File: src/rtl/svm_pkg.sv
// Shared types and helpers for the SVM PWM capture block: default width,
// capture FSM states and the saturating increment used by every counter.
package svm_pkg;

  localparam int D_WIDTH_DEFAULT = 16;

  typedef enum logic {
    IDLE = 1'b0,
    MEAS = 1'b1
  } capture_state_t;

  // Increment that sticks at max_val instead of wrapping.
  function automatic logic [31:0] sat_inc(input logic [31:0] val,
                                          input logic [31:0] max_val);
    return (val >= max_val) ? max_val : val + 32'd1;
  endfunction

endpackage

File: src/rtl/svm_high_counter.sv
// One saturating cycle counter with clear/load/increment control; used for
// the three phase high-time counts and the period length count.
module svm_high_counter
  import svm_pkg::*;
#(
  parameter int W = 17
) (
  input  logic         clk,
  input  logic         rstb,
  input  logic         clr,
  input  logic         load,
  input  logic         en,
  input  logic         bit_in,
  output logic [W-1:0] cnt_o
);

  localparam logic [W-1:0] CNT_MAX = '1;

  logic [W-1:0] cnt_q, cnt_d;

  // Load starts a new period with the current cycle already counted.
  always_comb begin
    cnt_d = cnt_q;
    if (clr) begin
      cnt_d = '0;
    end else if (load) begin
      cnt_d = {{(W-1){1'b0}}, bit_in};
    end else if (en && bit_in) begin
      cnt_d = W'(sat_inc(32'(cnt_q), 32'(CNT_MAX)));
    end
  end

  always_ff @(posedge clk or negedge rstb) begin
    if (!rstb) begin
      cnt_q <= '0;
    end else begin
      cnt_q <= cnt_d;
    end
  end

  assign cnt_o = cnt_q;

endmodule

File: src/rtl/svm_pwm_capture.sv
// Per-period capture of the three SVM PWM phases: high-time counts, period
// length, lock and sticky timeout. SVM_CAPTURE_SYNC_EN adds 2-flop input sync.
module svm_pwm_capture
  import svm_pkg::*;
#(
  parameter int D_WIDTH = D_WIDTH_DEFAULT,
  parameter int SLACK   = 4
) (
  input  logic               clk,
  input  logic               rstb,
  input  logic               pwmA,
  input  logic               pwmB,
  input  logic               pwmC,
  input  logic               periodSync,
  input  logic [D_WIDTH-1:0] periodTop,
  input  logic               errClr,
  output logic [D_WIDTH:0]   dutyA,
  output logic [D_WIDTH:0]   dutyB,
  output logic [D_WIDTH:0]   dutyC,
  output logic [D_WIDTH:0]   periodMeas,
  output logic               dutyValid,
  output logic               locked,
  output logic               timeoutErr
);

  localparam int CW = D_WIDTH + 1;
  localparam int TW = D_WIDTH + 2;

  logic pwm_a_s, pwm_b_s, pwm_c_s, sync_s;

`ifdef SVM_CAPTURE_SYNC_EN
  logic [3:0] meta_q, meta_d, stab_q, stab_d;

  always_comb begin
    meta_d = {periodSync, pwmC, pwmB, pwmA};
    stab_d = meta_q;
  end

  always_ff @(posedge clk or negedge rstb) begin
    if (!rstb) begin
      meta_q <= '0;
      stab_q <= '0;
    end else begin
      meta_q <= meta_d;
      stab_q <= stab_d;
    end
  end

  assign {sync_s, pwm_c_s, pwm_b_s, pwm_a_s} = stab_q;
`else
  assign {sync_s, pwm_c_s, pwm_b_s, pwm_a_s} = {periodSync, pwmC, pwmB, pwmA};
`endif

  capture_state_t state_q, state_d;
  logic           sync_q, sync_d;
  logic           valid_q, valid_d;
  logic           locked_q, locked_d;
  logic           err_q, err_d;
  logic [CW-1:0]  duty_a_q, duty_a_d;
  logic [CW-1:0]  duty_b_q, duty_b_d;
  logic [CW-1:0]  duty_c_q, duty_c_d;
  logic [CW-1:0]  period_q, period_d;

  logic [CW-1:0]  cnt_a, cnt_b, cnt_c, cnt_p;
  logic [TW-1:0]  thresh;
  logic           sync_edge, timeout;
  logic           cnt_clr, cnt_load, cnt_en;

  // Threshold is one bit wider than the counters so 2*periodTop+SLACK never wraps.
  assign thresh = (TW'(periodTop) << 1) + TW'(SLACK);

  always_comb begin
    sync_d    = sync_s;
    sync_edge = sync_s & ~sync_q;
    timeout   = (state_q == MEAS) && !sync_edge && ({1'b0, cnt_p} >= thresh);

    state_d  = state_q;
    cnt_clr  = 1'b0;
    cnt_load = 1'b0;
    cnt_en   = 1'b0;
    valid_d  = 1'b0;
    duty_a_d = duty_a_q;
    duty_b_d = duty_b_q;
    duty_c_d = duty_c_q;
    period_d = period_q;

    case (state_q)
      IDLE: begin
        if (sync_edge) begin
          state_d  = MEAS;
          cnt_load = 1'b1;
        end else begin
          cnt_clr = 1'b1;
        end
      end
      MEAS: begin
        if (sync_edge) begin
          duty_a_d = cnt_a;
          duty_b_d = cnt_b;
          duty_c_d = cnt_c;
          period_d = cnt_p;
          valid_d  = 1'b1;
          cnt_load = 1'b1;
        end else if (timeout) begin
          state_d = IDLE;
          cnt_clr = 1'b1;
        end else begin
          cnt_en = 1'b1;
        end
      end
      default: begin
        state_d = IDLE;
        cnt_clr = 1'b1;
      end
    endcase

    // A timeout in the same cycle as errClr keeps the flag set.
    if (timeout) begin
      err_d = 1'b1;
    end else if (errClr) begin
      err_d = 1'b0;
    end else begin
      err_d = err_q;
    end

    locked_d = (state_d == MEAS);
  end

  always_ff @(posedge clk or negedge rstb) begin
    if (!rstb) begin
      state_q  <= IDLE;
      sync_q   <= 1'b0;
      valid_q  <= 1'b0;
      locked_q <= 1'b0;
      err_q    <= 1'b0;
      duty_a_q <= '0;
      duty_b_q <= '0;
      duty_c_q <= '0;
      period_q <= '0;
    end else begin
      state_q  <= state_d;
      sync_q   <= sync_d;
      valid_q  <= valid_d;
      locked_q <= locked_d;
      err_q    <= err_d;
      duty_a_q <= duty_a_d;
      duty_b_q <= duty_b_d;
      duty_c_q <= duty_c_d;
      period_q <= period_d;
    end
  end

  svm_high_counter #(.W(CW)) u_cnt_a (
    .clk(clk), .rstb(rstb), .clr(cnt_clr), .load(cnt_load), .en(cnt_en),
    .bit_in(pwm_a_s), .cnt_o(cnt_a)
  );

  svm_high_counter #(.W(CW)) u_cnt_b (
    .clk(clk), .rstb(rstb), .clr(cnt_clr), .load(cnt_load), .en(cnt_en),
    .bit_in(pwm_b_s), .cnt_o(cnt_b)
  );

  svm_high_counter #(.W(CW)) u_cnt_c (
    .clk(clk), .rstb(rstb), .clr(cnt_clr), .load(cnt_load), .en(cnt_en),
    .bit_in(pwm_c_s), .cnt_o(cnt_c)
  );

  svm_high_counter #(.W(CW)) u_cnt_p (
    .clk(clk), .rstb(rstb), .clr(cnt_clr), .load(cnt_load), .en(cnt_en),
    .bit_in(1'b1), .cnt_o(cnt_p)
  );

  assign dutyA      = duty_a_q;
  assign dutyB      = duty_b_q;
  assign dutyC      = duty_c_q;
  assign periodMeas = period_q;
  assign dutyValid  = valid_q;
  assign locked     = locked_q;
  assign timeoutErr = err_q;

endmodule

File: config.mk
export PLATFORM = sky130hd
export DESIGN_NAME = svm_pwm_capture
export DESIGN_NICKNAME = d
export VERILOG_FILES = /design/src/rtl/svm_pkg.sv /design/src/rtl/svm_high_counter.sv /design/src/rtl/svm_pwm_capture.sv
export SDC_FILE = /design/constraint.sdc
export NUM_CORES = 1
export LEC_CHECK = 0
export BUFFER_PORTS_ARGS = -buffer_cell sky130_fd_sc_hd__buf_2
export CAP_MARGIN = 20
export CORE_AREA = 2 2 117 119
export DETAILED_ROUTE_END_ITERATION = 8
export DIE_AREA = 0 0 119 121
export PLACE_DENSITY = 0.79
export SYNTH_ARGS = -nofsm -noshare
export SYNTH_HDL_FRONTEND = slang
export SYNTH_SLANG_ARGS = --single-unit
File: constraint.sdc
create_clock -name clk -period 2.91 [get_ports clk]
set_clock_uncertainty 0.05 [all_clocks]
set_input_delay 0.4365 -clock clk [delete_from_list [all_inputs] [get_ports clk]]
set_output_delay 0.4365 -clock clk [all_outputs]
set_load 0.005 [all_outputs]
After elaboration in Yosys (flattened, before gate mapping) --
Cells that the tools add are included.
Storage, ports and cells: logic and storage cells 66, register bits 140, input port bits 23, output and inout port bits 71
Cells by class: reduce and logical (&&, ||, !) cells 12, mux-type cells 29, add/sub/neg operators 5, bitwise logic cells 3, $lt $le $gt $ge 5
Operators by type and width (count):
- two-way mux 17 bit | 16
- adder 17 x 1 -> 17 bit (second input constant) | 4
- >= comparator 17 bit (second input constant) | 4
- adder 17 x 3 -> 18 bit (second input constant) | 1
- >= comparator 17 x 18 -> 1 bit | 1
- nonzero test 3 bit | 4
- two-way mux 1 bit | 11
- logical AND 1 bit | 5
- one-hot mux 1 bit (2 select lines) | 2
- NOT 1 bit | 2
- AND reduction 2 bit | 1
- nonzero test 2 bit | 1
- AND 1 bit | 1
- logical NOT 1 bit | 1

Depth between registers and ports, before layout --
depth in word-level cells 12, mapped depth 14

Hierarchy --
A second synthesis with hierarchy kept.
Second synthesis, totals: cells, all modules 696, area, all modules 7452.1 µm²
By module, submodules not included:
- svm_high_counter | area an instance 1032.2 µm², instances 4, cells each 115
- svm_pwm_capture | area an instance 3323.2 µm², instances 1, cells each 236

Worst setup path after synthesis --
Ideal clock, no wire load.
kind input port to flip-flop, from in periodTop[1], to reg err_q (netlist: timeoutErr), setup slack 0.140 ns, arrival time 2.599 ns, stages 13, required time 2.738 ns, library setup time 0.122 ns, cells stage by stage ha_1 -> nand2_1 -> nor2_1 -> and3_1 -> and3_1 -> xnor2_1 -> ha_1 -> nand4_1 -> o211ai_1 -> nor3_1 -> a21oi_2 -> buf_2 -> a32o_1
Between the ends: cells in the longest elaborated chain, start to end 4
RTL lines:
- start, declared | line svm_pwm_capture.sv:15 | input logic [D_WIDTH-1:0] periodTop,
- adder 17 x 3 -> 18 bit (*) | line svm_pwm_capture.sv:70 | assign thresh = (TW'(periodTop) << 1) + TW'(SLACK);
- >= comparator 17 x 18 -> 1 bit (*) | line svm_pwm_capture.sv:75 | timeout = (state_q == MEAS) && !sync_edge && ({1'b0, cnt_p} >= thresh);
- logical AND 1 bit (*) | line svm_pwm_capture.sv:75
- two-way mux 1 bit or nonzero test 2 bit (tied branches)
- end signal, assigned | line svm_pwm_capture.sv:145 | err_q <= err_d;
- end, declared | line svm_pwm_capture.sv:58 | logic err_q, err_d;
Every way passes the cells marked *; elsewhere a longest branch is shown, timed or not. A chain may end at the register's enable or synchronous reset.

Final worst setup path --
from in periodTop[1], to reg u_cnt_b.cnt_q[5] (netlist: u_cnt_b.cnt_o[5])
Between the ends: cells in the longest elaborated chain, start to end 8
RTL lines:
- adder 17 x 3 -> 18 bit (*) | line svm_pwm_capture.sv:70
- >= comparator 17 x 18 -> 1 bit (*) | line svm_pwm_capture.sv:75
- logical AND 1 bit (*) | line svm_pwm_capture.sv:75
- two-way mux 1 bit | line svm_pwm_capture.sv:104 | end else if (timeout) begin
- two-way mux 1 bit | line svm_pwm_capture.sv:97 | if (sync_edge) begin
- two-way mux 1 bit | line svm_pwm_capture.sv:87 | case (state_q)
- logical AND 1 bit | line svm_high_counter.sv:28 | end else if (en && bit_in) begin
- nonzero test 3 bit (no source line)
- end signal, assigned | line svm_high_counter.sv:37 | cnt_q <= cnt_d;
- end, declared | line svm_high_counter.sv:19 | logic [W-1:0] cnt_q, cnt_d;
Marks and branches as above.

==> results.md <==
- **outcome** finished, final reports clean
- **Critical Path AT** 2.91 ns
- **starting DRC count in detailed routing** 315
- **overflow left after global routing** 0
- **Final Power** 0.00511 W
- **worst hold slack after final layout** 0.0978 ns
- **clock network fraction of design power** 0.440
- **Hold Violations, Final** 0
- **ys flop type** sky130_fd_sc_hd__dfrtp_1
- **most common cell after layout, fill and taps aside** sky130_fd_sc_hd__dfrtp_1
- **wire length of the first global-routing pass** 27.3 mm
- **detailed-route vias per instance** 5.96
- **net count reported at finish** 777
- **Post-Synthesis Mean Instance Area** 12.0 um2
- **cell type contributing the most total cell area after synthesis** sky130_fd_sc_hd__dfrtp_1
- **number of nets in the synthesized netlist** 673
- **Critical Path, Cell by Cell** buf_2, ha_1, nand2_1, nor2_1, and3_1, and3_1, xnor2_1, ha_1, nand4_1, nor3_1, nor3_2, a21oi_4, buf_12, a211oi_2
- **post-CTS clock slew at the launch and capture registers of the worst setup and hold paths** 0.06 ns
- **fmax** 0.371 GHz
- **type of element launching the critical path** input pin
- **Leak Pwr** 4.19 nW
- **kind of capture point of the worst setup path** flip-flop
- **GRT Overall Usage** 0.239
- **Final period util** 0.926
- **total standard cell area after synthesis** 0.00747 mm2
- **slew at the pin with the worst max-slew slack** 0.796 ns
- **share of power burned in combinational logic** 0.121
- **number of library cell types mapped by synthesis** 60
- **detailed-route DRC error count** 0
- **depth of the most critical reg-to-reg path** 9
- **setup repair after global routing missed its margin** false
- **NetSw** 0.00130 W
- **Cell Area, Placed** 0.00822 mm2
- **Core Region** 0.0131 mm2
- **cell count after synthesis** 625
- **total CTS buffers** 17
- **HP Class** in -> reg
- **end of the worst register-to-register path** u_cnt_a.cnt_o[15]
- **Initial Utilization** 0.571
- **Max clock buf depth** 2
- **sequential power share** 0.439
- **Inst Count DP** 885
- **HPWL reported at the end of detailed placement** 10.8 mm
- **Hold Path Cell Cnt** 1
- **sequential area share after synthesis** 0.469
- **CP Class** in -> reg
- **worst voltage drop across the vdd grid** 0.512 mV
- **Async SR Flop Fraction** 1.00
- **n_diodes** 0
- **maximum net fanout on the critical path** 32
- **net switching fraction of the power** 0.254
- **via count of the first global-routing pass** 5,558
- **data required time at the worst endpoint** 3.12 ns
- **Area growth, synth to finish** 18.5%
- **Yosys top cell area share** 0.469
- **clock latency reported for the late side of the worst-skew pair** 0.43 ns
- **final critical path time including I/O delays and setup** 2.70 ns
- **final max-slew violation count** 0
- **max-capacitance violation count** 0
- **cell-internal power** 0.00381 W
- **die area** 0.0144 mm2
- **power density over the cells** 577 mW/mm2
- **cell types with the largest area share after synthesis** sky130_fd_sc_hd__dfrtp_1, sky130_fd_sc_hd__mux2_2, sky130_fd_sc_hd__a211oi_2, sky130_fd_sc_hd__ha_1, sky130_fd_sc_hd__xor2_1
- **WL final** 16.2 mm
- **first-pass iteration count of the detailed router** 5
- **synthesis warning total** 0
- **number of flops mapped to enable cells by yosys** 0
- **I/O Buffers** 93
- **drt wl/cell** 17.7 um
- **pin count of the biggest net entering global routing** 64
- **register bit total from synthesis** 140
- **antenna violations before repair** 0
- **Vias** 5,470
- **die width** 119 um
- **source of the worst hold timing path** periodSync
- **Post-CTS Setup Repair Bufs** 0
- **clock tree from TritonCTS** built
- **I/O pin cnt** 94
- **Setup violations, final** 0
- **delay of the slowest cell on the worst path** 0.37 ns
- **clk root buf** sky130_fd_sc_hd__clkbuf_16
- **number of clock sinks seen by CTS** 140
- **height of the die** 121 um
- **final estimated routing congestion in global placement** 0.874
- **r2r startpoint** u_cnt_a.cnt_o[0]
- **row cnt** 42
- **Finished Layout Cells** 918
- **internal reg-to-reg setup slack** 0.23 ns
- **end point of the most critical hold path** sync_q
- **most used cells in the layout excluding fill and tap cells** sky130_fd_sc_hd__dfrtp_1, sky130_fd_sc_hd__buf_2, sky130_fd_sc_hd__mux2_2
- **max-slew headroom at the worst pin** 0.469
- **cell with the largest stage delay on the worst path** sky130_fd_sc_hd__nor3_1
- **aggregate negative setup slack** 0 ns
- **final cell area excluding filler cells** 0.00885 mm2
- **proportion of layout cells with a drive suffix above 1** 0.402
- **number of levels the H-tree was split into** 4
- **post-route antenna net violation count** 0
-- what timing repair did --
item	in CTS	in global routing
resized for setup	0	1
hold endpoints to repair	60	0
endpoints found under the setup margin	0	7
hold buffers	1	0
-- cell usage after synthesis, drive strengths merged, types with 5 or more instances --
cell and instances:
nor4 12, a2111oi 5, nand3 25, and4 5
o21ai 10, nand4 19, xor2 30, nand2 42
dfrtp 140, nor2 34, ha 25, inv 13
buf 15, o211ai 7, a211oi 47, mux2 64
xnor2 24, a21oi 13, clkbuf 16, nor3 24
and3 15
-- power groups by stage --
stage	sequential [W]	clock [W]	combinational, W
floorplan	0.00224	0	0.000378
global placement	0.00227	0	0.000591
detailed placement	0.00228	0	0.000615
CTS	0.00224	0.00229	0.000624
global route	0.00227	0.00237	0.000693
finish	0.00225	0.00225	0.000617
-- flip-flops by register name (all words and copies together) (netlist names) --
| name | cells |
|---|---|
| sync_q | 1 |
| u_cnt_b.cnt_o | 17 |
| u_cnt_c.cnt_o | 17 |
| timeoutErr | 1 |
| dutyValid | 1 |
| dutyB | 17 |
| u_cnt_p.cnt_o | 17 |
| dutyA | 17 |
| locked | 1 |
| u_cnt_a.cnt_o | 17 |
| periodMeas | 17 |
| dutyC | 17 |
-- worst max path at each step --
| stage | from | end | slack [ns] |
|---|---|---|---|
| 2_1_floorplan | periodTop[1] | timeoutErr | 0.14 |
| 3_3_place_gp | periodTop[1] | timeoutErr | -0.13 |
| 3_5_place_dp | periodTop[1] | u_cnt_c.cnt_o[1] | -0.20 |
| 4_1_cts | periodTop[1] | u_cnt_c.cnt_o[1] | 0.21 |
| 5_1_grt | periodTop[1] | timeoutErr | 0.03 |
| 6_report | periodTop[1] | u_cnt_b.cnt_o[5] | 0.21 |
-- routing by layer --
layer / up-vias / routed length [um] / GRT usage
li1: 2526 / - / -
met1: 2749 / 7030 / 0.303
met2: 165 / 8150 / 0.399
met3: 30 / 681 / 0.0479
met4: 0 / 352 / 0.101
met5: - / 0 / 0
-- stage by stage --
stage / util / worst slack [ns]
after floorplan: - / 0.140
after global placement: 0.628 / -0.128
after detailed placement: 0.628 / -0.197
after CTS: 0.676 / 0.209
after global routing: 0.677 / 0.0346
final: 0.677 / 0.214
-- critical path, delay by kind of cell --
family | cells | cell delay, ns
AND/OR/NAND/NOR | 7 | 1.14
adder cells (fa/ha/maj) | 2 | 0.50
buffers and inverters | 2 | 0.37
AO/OA/AOI/OAI | 2 | 0.31
XOR/XNOR | 1 | 0.12
-- cell families after synthesis --
group	share of synthesized area
and+or+nand+nor	0.151
DFF	0.469
AOI/OAI and AO/OA	0.144
muxes	0.0991
xor gates and xnor gates	0.0633
buffers and inverters	0.0320
adders and majority gates	0.0419
-- cell type report --
cell class                      instances  area, um2
Clock buffer                           21        480
Fill cell                             954       4230
Timing Repair Buffer                  116        709
Tap cell                              176        220
Multi-Input combinational cell        441       3750
Inverter                               13       48.8
Sequential cell                       140       3500
Clock inverter                         11        140
No activity file was read; power rests on OpenSTA's default activity.
